[src/rtl/uart_cmd_ctrl_pkg.sv]
// -----------------------------------------------------------------------------
// uart_cmd_ctrl_pkg
// Shared definitions for the UART command-frame controller and its watchdog.
//   state_e                : one-hot controller states (same style as uart_rx)
//   OPCODE_NOPS_LSB/_W     : location of the operand-count field in the opcode
//   TIMEOUT_TICKS_DEFAULT  : default inter-byte watchdog limit in i_tick units
// -----------------------------------------------------------------------------
package uart_cmd_ctrl_pkg;

    typedef enum logic [2:0] {
        ST_IDLE     = 3'b001,
        ST_OPERANDS = 3'b010,
        ST_ISSUE    = 3'b100
    } state_e;

    localparam int OPCODE_NOPS_LSB       = 0;
    localparam int OPCODE_NOPS_W         = 2;

    // 128 bit-times at 16x oversampling
    localparam int TIMEOUT_TICKS_DEFAULT = 2048;

endpackage : uart_cmd_ctrl_pkg

[src/rtl/uart_cmd_ctrl_watchdog.sv]
// -----------------------------------------------------------------------------
// uart_cmd_watchdog
// Tick counter with synchronous clear, count enable and terminal-count pulse.
// Counts i_tick while enabled; on the tick that finds the counter already at
// TICKS-1 it raises o_expire for that cycle and wraps to zero. A clear in the
// same cycle has priority and suppresses the expiry.
// Ports:
//   clk       in   system clock
//   i_reset   in   asynchronous, active-high reset
//   i_clear   in   synchronous clear (priority over counting)
//   i_enable  in   counting enable
//   i_tick    in   count strobe
//   o_expire  out  combinational terminal-count pulse (registered by the user)
// -----------------------------------------------------------------------------
module uart_cmd_watchdog #(
    parameter int TICKS = 2048
) (
    input  logic clk,
    input  logic i_reset,
    input  logic i_clear,
    input  logic i_enable,
    input  logic i_tick,
    output logic o_expire
);

    localparam int               CNT_W = (TICKS > 1) ? $clog2(TICKS) : 1;
    localparam logic [CNT_W-1:0] TERM  = CNT_W'(TICKS - 1);

    logic [CNT_W-1:0] count_q;
    logic [CNT_W-1:0] count_d;
    logic             expire_s;

    // Next count and terminal-count detection
    always_comb begin
        count_d  = count_q;
        expire_s = 1'b0;
        if (i_clear) begin
            count_d = {CNT_W{1'b0}};
        end else if (i_enable && i_tick) begin
            if (count_q == TERM) begin
                expire_s = 1'b1;
                count_d  = {CNT_W{1'b0}};
            end else begin
                count_d = count_q + CNT_W'(1);
            end
        end else begin
            count_d = count_q;
        end
    end

    // Counter register
    always_ff @(posedge clk or posedge i_reset) begin
        if (i_reset) begin
            count_q <= {CNT_W{1'b0}};
        end else begin
            count_q <= count_d;
        end
    end

    assign o_expire = expire_s;

endmodule : uart_cmd_watchdog

[src/rtl/uart_cmd_ctrl.sv]
// -----------------------------------------------------------------------------
// uart_cmd_ctrl
// Assembles command frames (opcode + 0..3 operand bytes, count = opcode[1:0])
// from the uart_rx byte stream and presents them over valid/ready. A watchdog
// on the baud tick aborts frames that stall between bytes.
// Ports:
//   clk, i_reset          clock, asynchronous active-high reset
//   i_tick                16x baud tick (watchdog time base)
//   i_rx_data, i_rx_done  received byte and its one-cycle strobe
//   o_cmd_opcode          opcode of the presented command
//   o_cmd_operand         operands, little-endian, unused bytes zero
//   o_cmd_nops            operand byte count
//   o_cmd_valid/i_cmd_ready  command handshake; valid held until accepted
//   o_overrun             pulse: byte dropped while a command was pending
//   o_timeout             pulse: partial frame discarded by the watchdog
// All outputs are registered.
// -----------------------------------------------------------------------------
module uart_cmd_ctrl
    import uart_cmd_ctrl_pkg::*;
#(
    parameter int NB_DATA       = 8,
    parameter int NB_OPER       = 32,
    parameter int TIMEOUT_TICKS = TIMEOUT_TICKS_DEFAULT
) (
    input  logic               clk,
    input  logic               i_reset,
    input  logic               i_tick,
    input  logic [NB_DATA-1:0] i_rx_data,
    input  logic               i_rx_done,
    output logic [NB_DATA-1:0] o_cmd_opcode,
    output logic [NB_OPER-1:0] o_cmd_operand,
    output logic [1:0]         o_cmd_nops,
    output logic               o_cmd_valid,
    input  logic               i_cmd_ready,
    output logic               o_overrun,
    output logic               o_timeout
);

    state_e             state_q,   state_d;
    logic [NB_DATA-1:0] opcode_q,  opcode_d;
    logic [NB_OPER-1:0] operand_q, operand_d;
    logic [1:0]         nops_q,    nops_d;
    logic [1:0]         idx_q,     idx_d;
    logic               valid_q,   valid_d;
    logic               overrun_q, overrun_d;
    logic               timeout_q, timeout_d;

    logic [OPCODE_NOPS_W-1:0] rx_nops_s;
    state_e                   load_state_s;
    logic                     load_valid_s;
    logic                     wd_clear_s;
    logic                     wd_enable_s;
    logic                     wd_expire_s;

    assign rx_nops_s    = i_rx_data[OPCODE_NOPS_LSB +: OPCODE_NOPS_W];
    // Where a freshly loaded opcode sends the FSM: straight to ISSUE when it
    // carries no operands, so valid rises one clock after the opcode byte.
    assign load_state_s = (rx_nops_s == 2'd0) ? ST_ISSUE : ST_OPERANDS;
    assign load_valid_s = (rx_nops_s == 2'd0);

    // The watchdog only runs while collecting operands; any accepted byte, or
    // being anywhere else, restarts it. Clear beats expiry, so a byte landing
    // on the timeout tick is kept.
    assign wd_enable_s = (state_q == ST_OPERANDS);
    assign wd_clear_s  = i_rx_done || (state_q != ST_OPERANDS);

    uart_cmd_watchdog #(
        .TICKS    (TIMEOUT_TICKS)
    ) u_watchdog (
        .clk      (clk),
        .i_reset  (i_reset),
        .i_clear  (wd_clear_s),
        .i_enable (wd_enable_s),
        .i_tick   (i_tick),
        .o_expire (wd_expire_s)
    );

    // Next-state and next-output logic
    always_comb begin
        state_d   = state_q;
        opcode_d  = opcode_q;
        operand_d = operand_q;
        nops_d    = nops_q;
        idx_d     = idx_q;
        valid_d   = valid_q;
        overrun_d = 1'b0;
        timeout_d = 1'b0;

        case (state_q)
            ST_IDLE: begin
                if (i_rx_done) begin
                    opcode_d  = i_rx_data;
                    operand_d = {NB_OPER{1'b0}};
                    nops_d    = rx_nops_s;
                    idx_d     = 2'd0;
                    state_d   = load_state_s;
                    valid_d   = load_valid_s;
                end else begin
                    valid_d   = 1'b0;
                end
            end

            ST_OPERANDS: begin
                if (i_rx_done) begin
                    operand_d[int'(idx_q) * NB_DATA +: NB_DATA] = i_rx_data;
                    if (idx_q == (nops_q - 2'd1)) begin
                        state_d = ST_ISSUE;
                        valid_d = 1'b1;
                    end else begin
                        idx_d   = idx_q + 2'd1;
                    end
                end else if (wd_expire_s) begin
                    // Drop the partial frame entirely so nothing stale leaks
                    // onto the command outputs.
                    state_d   = ST_IDLE;
                    opcode_d  = {NB_DATA{1'b0}};
                    operand_d = {NB_OPER{1'b0}};
                    nops_d    = 2'd0;
                    idx_d     = 2'd0;
                    timeout_d = 1'b1;
                end else begin
                    valid_d   = 1'b0;
                end
            end

            ST_ISSUE: begin
                if (valid_q && i_cmd_ready) begin
                    if (i_rx_done) begin
                        // Accept and start the next frame in the same cycle.
                        opcode_d  = i_rx_data;
                        operand_d = {NB_OPER{1'b0}};
                        nops_d    = rx_nops_s;
                        idx_d     = 2'd0;
                        state_d   = load_state_s;
                        valid_d   = load_valid_s;
                    end else begin
                        state_d   = ST_IDLE;
                        valid_d   = 1'b0;
                    end
                end else if (i_rx_done) begin
                    overrun_d = 1'b1;
                    valid_d   = 1'b1;
                end else begin
                    valid_d   = 1'b1;
                end
            end

            default: begin
                state_d = ST_IDLE;
                valid_d = 1'b0;
                idx_d   = 2'd0;
            end
        endcase
    end

    // State and output registers
    always_ff @(posedge clk or posedge i_reset) begin
        if (i_reset) begin
            state_q   <= ST_IDLE;
            opcode_q  <= {NB_DATA{1'b0}};
            operand_q <= {NB_OPER{1'b0}};
            nops_q    <= 2'd0;
            idx_q     <= 2'd0;
            valid_q   <= 1'b0;
            overrun_q <= 1'b0;
            timeout_q <= 1'b0;
        end else begin
            state_q   <= state_d;
            opcode_q  <= opcode_d;
            operand_q <= operand_d;
            nops_q    <= nops_d;
            idx_q     <= idx_d;
            valid_q   <= valid_d;
            overrun_q <= overrun_d;
            timeout_q <= timeout_d;
        end
    end

    assign o_cmd_opcode  = opcode_q;
    assign o_cmd_operand = operand_q;
    assign o_cmd_nops    = nops_q;
    assign o_cmd_valid   = valid_q;
    assign o_overrun     = overrun_q;
    assign o_timeout     = timeout_q;

endmodule : uart_cmd_ctrl

[config.mk]
export PLATFORM = sky130hd
export DESIGN_NAME = uart_cmd_ctrl
export DESIGN_NICKNAME = d
export VERILOG_FILES = /design/src/rtl/uart_cmd_ctrl_pkg.sv /design/src/rtl/uart_cmd_ctrl_watchdog.sv /design/src/rtl/uart_cmd_ctrl.sv
export SDC_FILE = /design/constraint.sdc
export NUM_CORES = 1
export LEC_CHECK = 0
export ABC_AREA = 0
export CORE_MARGIN = 2
export CORE_UTILIZATION = 50
export CTS_CLUSTER_DIAMETER = 50
export DETAILED_ROUTE_END_ITERATION = 7
export GPL_TIMING_DRIVEN = 0
export MAX_ROUTING_LAYER = met4
export PLACE_DENSITY = 0.79
export SLEW_MARGIN = 25
export SYNTH_ARGS = -nofsm -noshare
export SYNTH_HDL_FRONTEND = slang
export SYNTH_SLANG_ARGS = --single-unit
[constraint.sdc]
create_clock -name clk -period 4.2 [get_ports clk]
set_clock_uncertainty 0.05 [all_clocks]
set_input_delay 1.05 -clock clk [delete_from_list [all_inputs] [get_ports clk]]
set_output_delay 1.05 -clock clk [all_outputs]
set_load 0.005 [all_outputs]
Word-level counts from Yosys, hierarchy flattened
Index checks and enable logic that the tools add are counted.

operators by class
  $add $sub $neg = 4
  multiply operators = 0
  divide/modulo/power cells = 0
  order comparisons = 0
  equality and inequality tests = 14
  shift-type cells = 2
  multiplexer cells = 47
  bitwise logic cells = 0
  reduce and logical (&&, ||, !) cells = 11

operators with widths
  kind                     number
  $mux 32                  4
  $pmux 32 s3              1
  $mux 11                  3
  $neg 5->33               1
  $shift 8x33->32 const A  1
  $shiftx 8x33->32         1
  $bwmux 32                1
  $mux 8                   4
  $pmux 8 s3               1
  $mux 3                   7
  $mux 2                   8
  $mux 1                   14
  $ne 3x3->1 const B       4
  $pmux 2 s3               2
  $add 11x1->11 const B    1
  $eq 11x11->1 const B     1
  $pmux 3 s3               1
  $ne 2x2->1 const B       4
  $reduce_and 4->1         2
  $reduce_and 3->1         2
  $eq 3x1->1 const B       1
  $eq 3x2->1 const B       1
  $eq 3x3->1 const B       1
  $ne 3x2->1 const B       1
  other kinds (10)         11

storage, ports and cells
  register bits after elaboration = 61
  bits in latches = 0
  RAM bits = 0
  ROM bits = 0
  input bits = 13
  output and inout port bits = 45
  word-level logic and storage cells = 87
  memories kept = 0

Depth between registers and ports, before layout
Gate-level depths: netlist of run 1.

  depth after elaboration = 7
  mapped depth = 7
  mapped depth without buffers = 6

Hierarchy
Synthesis of run 1 repeated with hierarchy kept, for this count alone.

second synthesis, totals
  cell total of the unflattened synthesis = 242
  area total of the unflattened synthesis = 2768.9 µm²

by module, submodules not included
  module             instances  cells an instance  area an instance (µm²)  seq. area each (µm²)
  uart_cmd_ctrl      1          180                2139.6                  1202.4
  uart_cmd_watchdog  1          62                 629.4                   275.3

Least setup slack after synthesis of run 1
No wires, ideal clock.

  path type = in2reg
  start = in i_tick
  end = reg state_q[1]
  setup time = 0.125 ns
  arrival = 2.179 ns
  data required time = 4.025 ns
  slack = 1.846 ns
  stages = 5
  path buffers = 0
  cells stage by stage = inv_1 -> nand4bb_1 -> and2_1 -> nor4_1 -> mux2_2

between the ends
  cells in the longest elaborated chain, start to end = 5

RTL lines
  item                               line                          text
  start: declaration                 uart_cmd_ctrl.sv:27           input logic i_tick,
  $logic_and 1x1->1                  uart_cmd_ctrl_watchdog.sv:39  end else if (i_enable && i_tick) begin
  $mux 1                             uart_cmd_ctrl_watchdog.sv:39
  $mux 1                             uart_cmd_ctrl_watchdog.sv:37  if (i_clear) begin
  $ne 3x3->1 (no source line)        --
  $reduce_and 4->1 (no source line)  --
  end signal: assignment             uart_cmd_ctrl.sv:168          state_q <= state_d;
  end: declaration                   uart_cmd_ctrl.sv:39           state_e state_q, state_d;

No other way between the ends.
A chain may end at the register's enable or synchronous reset.

Worst setup path in the final report of run 1
  start = in i_rx_done
  end = reg operand_q[29] (netlist: o_cmd_operand[29])

between the ends
  cells in the longest elaborated chain, start to end = 4
  elaborated cells on any way between the ends = 8
  those cells by class = eq/ne: 1; mux: 5; reduce/logical: 2

RTL lines
  item                               line                          text
  start: declaration                 uart_cmd_ctrl.sv:29           input logic i_rx_done,
  $logic_or 1x1->1                   uart_cmd_ctrl.sv:65           assign wd_clear_s = i_rx_done || (state_q != ST_OPERANDS);
  $mux 1                             uart_cmd_ctrl_watchdog.sv:37
  $ne 3x3->1 (no source line)        --
  $reduce_and 3->1 (no source line)  --
  end signal: assignment             uart_cmd_ctrl.sv:161          operand_q <= {NB_OPER{1'b0}};
  end signal: assignment             uart_cmd_ctrl.sv:170          operand_q <= operand_d;
  end: declaration                   uart_cmd_ctrl.sv:41           logic [NB_OPER-1:0] operand_q, operand_d;

Several ways; a longest one is shown, not always the timed one. The select of a mux whose other input is x is not followed.

==> results of run 1 <==
-- synthesized netlist by cell type (3+ instances only) --
| cell | number | area, sq um |
|---|---|---|
| sky130_fd_sc_hd__dfrtp_1 | 58 | 1450 |
| sky130_fd_sc_hd__a22o_2 | 27 | 270 |
| sky130_fd_sc_hd__nand2_1 | 27 | 101 |
| sky130_fd_sc_hd__nand3_1 | 15 | 75.1 |
| sky130_fd_sc_hd__nor2_1 | 14 | 52.6 |
| sky130_fd_sc_hd__xor2_1 | 8 | 70.1 |
| sky130_fd_sc_hd__inv_1 | 6 | 22.5 |
| sky130_fd_sc_hd__a21oi_1 | 5 | 25.0 |
| sky130_fd_sc_hd__a22o_1 | 5 | 43.8 |
| sky130_fd_sc_hd__ha_1 | 5 | 62.6 |
| sky130_fd_sc_hd__and2_1 | 4 | 25.0 |
| sky130_fd_sc_hd__nand2b_1 | 4 | 25.0 |
| sky130_fd_sc_hd__o21ai_2 | 4 | 35.0 |
| sky130_fd_sc_hd__nand4_1 | 3 | 18.8 |
| sky130_fd_sc_hd__nor3_1 | 3 | 15.0 |
| sky130_fd_sc_hd__or3_1 | 3 | 18.8 |
-- where the power goes --
| part | total [uW] | internal (uW) | switching (uW) |
|---|---|---|---|
| Clock | 594 | 366 | 229 |
| Sequential | 725 | 654 | 70.8 |
| Combinational | 602 | 306 | 295 |
| Total | 1920 | 1330 | 595 |
-- state kept, by name (all words and copies together) (netlist names) --
register,cells
idx_q,2
o_cmd_nops,1
o_cmd_opcode,7
o_cmd_operand,32
o_cmd_valid,1
o_overrun,1
o_timeout,1
state_q,3
u_watchdog.count_q,11
-- worst paths after layout --
| check | from | to | slack [ns] | depth (start not counted) |
|---|---|---|---|---|
| min reg2reg | o_cmd_opcode[3] | o_cmd_opcode[3] | 0.43 | 2 |
| max | i_rx_done | o_cmd_operand[29] | 1.34 | 6 |
| max in group asynchronous | i_reset | o_cmd_nops[0] | 2.68 | 3 |
| min | o_cmd_opcode[3] | o_cmd_opcode[3] | 0.43 | 2 |
| min in group asynchronous | i_reset | state_q[2] | 0.94 | 2 |
| max reg2reg | u_watchdog.count_q[0] | state_q[1] | 2.03 | 6 |
-- cell type report --
type | instances | area share [%]
sequential | 59 | 40.5
clock inverter | 4 | 1.99
buffer | 8 | 1.47
tap | 70 | 2.40
timing repair buffer | 58 | 16.2
inverter | 6 | 0.686
multi-input combinational | 162 | 32.5
clock buffer | 12 | 4.25
-- worst max-delay path, delay by kind of cell --
| kind | cells | cell delay, ns |
|---|---|---|
| AO/OA/AOI/OAI | 4 | 1.17 |
| buffers and inverters | 2 | 0.82 |
-- layout by cell type, fill, tap and decap left out, types with 2 or more instances in the layout --
cell type,Yosys,layout
sky130_fd_sc_hd__a21oi_1,5,5
sky130_fd_sc_hd__inv_1,6,5
sky130_fd_sc_hd__a22o_1,5,5
sky130_fd_sc_hd__nor2_1,14,14
sky130_fd_sc_hd__and2_1,4,4
sky130_fd_sc_hd__a22o_2,27,27
sky130_fd_sc_hd__clkbuf_8,0,11
sky130_fd_sc_hd__ha_1,5,5
sky130_fd_sc_hd__nand4bb_1,2,2
sky130_fd_sc_hd__clkbuf_1,1,2
sky130_fd_sc_hd__xor2_1,8,8
sky130_fd_sc_hd__a211oi_4,2,2
sky130_fd_sc_hd__nand4_1,3,3
sky130_fd_sc_hd__dfrtp_1,58,58
sky130_fd_sc_hd__nor3_1,3,3
sky130_fd_sc_hd__o21ai_2,4,4
sky130_fd_sc_hd__buf_1,2,2
sky130_fd_sc_hd__nand3_1,15,15
sky130_fd_sc_hd__or3_1,3,3
sky130_fd_sc_hd__o21ai_0,2,2
sky130_fd_sc_hd__buf_4,2,2
sky130_fd_sc_hd__bufinv_16,0,2
sky130_fd_sc_hd__buf_6,2,2
sky130_fd_sc_hd__mux2i_1,2,2
sky130_fd_sc_hd__mux2_2,2,2
sky130_fd_sc_hd__o21a_1,2,2
sky130_fd_sc_hd__clkdlybuf4s50_1,0,57
sky130_fd_sc_hd__and4_1,2,2
sky130_fd_sc_hd__nand2_1,27,27
sky130_fd_sc_hd__nand2b_1,4,4
-- cell families after synthesis --
| kind of cell | count (synthesis) |
|---|---|
| AO/OA/AOI/OAI | 54 |
| XOR/XNOR | 9 |
| AND/OR/NAND/NOR | 90 |
| multiplexers | 4 |
| adder cells (fa/ha/maj) | 5 |
| flip-flops | 59 |
| buffers and inverters | 14 |
-- layer usage --
| metal | share of wire (%) | up-vias |
|---|---|---|
| met1 | 46 | 1090 |
| met5 | 0 | - |
| met2 | 48 | 54 |
| met3 | 3.8 | 12 |
| met4 | 1.9 | 0 |
| li1 | - | 996 |
-- per-stage QoR --
step	std cells	power (uW)	setup WS, ns	hold slack (ns)	util, %
after CTS	379	1930	1.34	0.432	70.1
after global placement	362	1320	0.617	0.408	65.3
after global routing	379	2020	1.19	0.467	70.1
final	379	1920	1.34	0.430	70.1
after detailed placement	363	1330	1.00	0.412	65.7
after floorplan	235	1070	1.65	0.413	-
==> metrics.csv, run 1 <==
metric,value,unit
yosys_synthesis_warning_count,0,
num_rows,26,
post_synth_xor_area_fraction,2.88,%
post_route_cells_drive_above_1_share,21.7,%
synth_top_family_by_area,simple AND/OR/NAND/NOR gates,
grt_first_pass_wirelength,11000,microns
die_x,78.0,microns
routed-via-count,2152,
synth_compound_gate_area_share,18.2,%
worst_setup_path_end_kind,register,
layout_worst_path_cycle_share,68.0,%
timing.final.hold_violations,0,
multiInputGateArea,1190,sq um
holdCritPathClass,register to register,
post_cts.repair.setup_buffers,0,
globalRoute.busiestLayer,met2,
floorplan.die_area,6090,sq um
fillers,405,
track_usage,24.0,%
floorplan.io_pins,58,
worst_ep_required_time,4.38,ns
gr-usage-met3,4.25,%
cts-resized-gates,0,
seqCellArea,1480,sq um
ctsRootBufferMaster,sky130_fd_sc_hd__clkbuf_8,
number_of_unique_standard_cell_types_used_by_synthesis,50,
floorplan.die.height,78.0,microns
area_growth_syn_to_layout,33.2,%
grt_start_max_net_pins,46,
first_global_vias,2134,
synth_enable_flop_cells,0,
critPathLaunchType,input pin,
stdcell_area,3650,sq um
timing.slew.headroom,48.7,%
maxClockFrequency,350,MHz
post_drt_wl_per_cell,17.2,microns
syn_area,2740,sq um
ctsHoldBuffers,0,
maximum_resistive_drop_on_vdd,0.375,mV
share_of_flip_flops_with_an_asynchronous_set_or_reset_after_synthesis,100,%
grt_antenna_before_repair,0,
count_of_port_buffers_added_during_placement,57,
power.density_cell_area,527,nW/um^2
drv.max_cap_violation_count,0,
static-leakage-power,0.00162,uW
tritoncts_clock_tree,done,
cp_max_fo,8,
drt_pass1_iterations,4,
syn_avg_cell_area,11.7,sq um
clk-insertion-delay-late,0.34,ns
netlist_instances,235,
total_cell_area_at_the_placement_stage,3420,sq um
post_synth_fa_ha_maj_area_fraction,2.28,%
critical_path_arrival,3.04,ns
setup.worst_path.class,input pin to register,
final_min_period,2.86,ns
critical-path-slowest-cell,sky130_fd_sc_hd__clkdlybuf4s50_1,
critical_path.cell_chain,clkdlybuf4s50_1 -> inv_1 -> o31a_1 -> a211oi_4 -> o21ai_2 -> a22o_2,
gr-usage-met1,31.4,%
grtUsageMet2,37.1,%
muxShareOfSynthArea,1.55,%
postRouteWirelength,6520,microns
clk_pin_slew_worst_paths,0.07,ns
placeableCoreArea,5200,sq um
final_antenna_net_count,0,
worstMarginPinSlew,0.762,ns
remaining_drc_errors,0,
postSynthRegisterBits,59,
starting_drt_drc_count,212,
antennaDiodeCount,0,
yosys.area_share.simple,18.4,%
sequential_cell_area_fraction_in_the_yosys_report,53.9,%
cts_buffers,9,
starting_density_of_the_core,52.6,%
finalWeightedCongestion,0.887,
cts.path.max_buffers,2,
finalSetupViolCount,0,
route.detailed.vias_per_inst,5.68,
crit_path_max_incr_delay,0.62,ns
place.detailed.hpwl,4620,microns
clock_sink_count,59,
yosys_most_used_dff,sky130_fd_sc_hd__dfrtp_1,
synth_fp_nets,253,
fin_setup_tns,0,ns
final_net_count,322,
grt.overflow.total,0,
cts_htree_levels,3,
rsz_0062_raised_after_global_routing,false,
timing_max_transition_violations_final,0,
outcome,completed,
No activity file was read; power rests on OpenSTA's default activity.
==> run 2: changes to the inputs <==
==> constraint.sdc (replaced) <==
create_clock -name clk -period 2.9 [get_ports clk]
set_clock_uncertainty 0.05 [all_clocks]
set_input_delay 0.725 -clock clk [delete_from_list [all_inputs] [get_ports clk]]
set_output_delay 0.725 -clock clk [all_outputs]
set_load 0.005 [all_outputs]
==> results of run 2 <==
Same layout as run 1 (identical final DEF). Status: completed.
Among the figures that moved: setup slack after placement 1.00 ns -> 0.0247 ns; setup slack after layout 1.34 ns -> 0.368 ns; register-to-register setup slack 2.03 ns -> 0.73 ns; total power 1920 uW -> 2780 uW; worst IR drop on VDD 0.375 mV -> 0.544 mV
==> run 3: changes to the inputs <==
==> constraint.sdc (replaced) <==
create_clock -name clk -period 2.78 [get_ports clk]
set_clock_uncertainty 0.05 [all_clocks]
set_input_delay 0.695 -clock clk [delete_from_list [all_inputs] [get_ports clk]]
set_output_delay 0.695 -clock clk [all_outputs]
set_load 0.005 [all_outputs]
==> results of run 3 <==
Same layout as run 1 (identical final DEF). Status: completed.
Among the figures that moved: setup slack after placement 1.00 ns -> -0.0653 ns; setup slack after layout 1.34 ns -> 0.278 ns; register-to-register setup slack 2.03 ns -> 0.61 ns; total power 1920 uW -> 2900 uW; worst IR drop on VDD 0.375 mV -> 0.567 mV
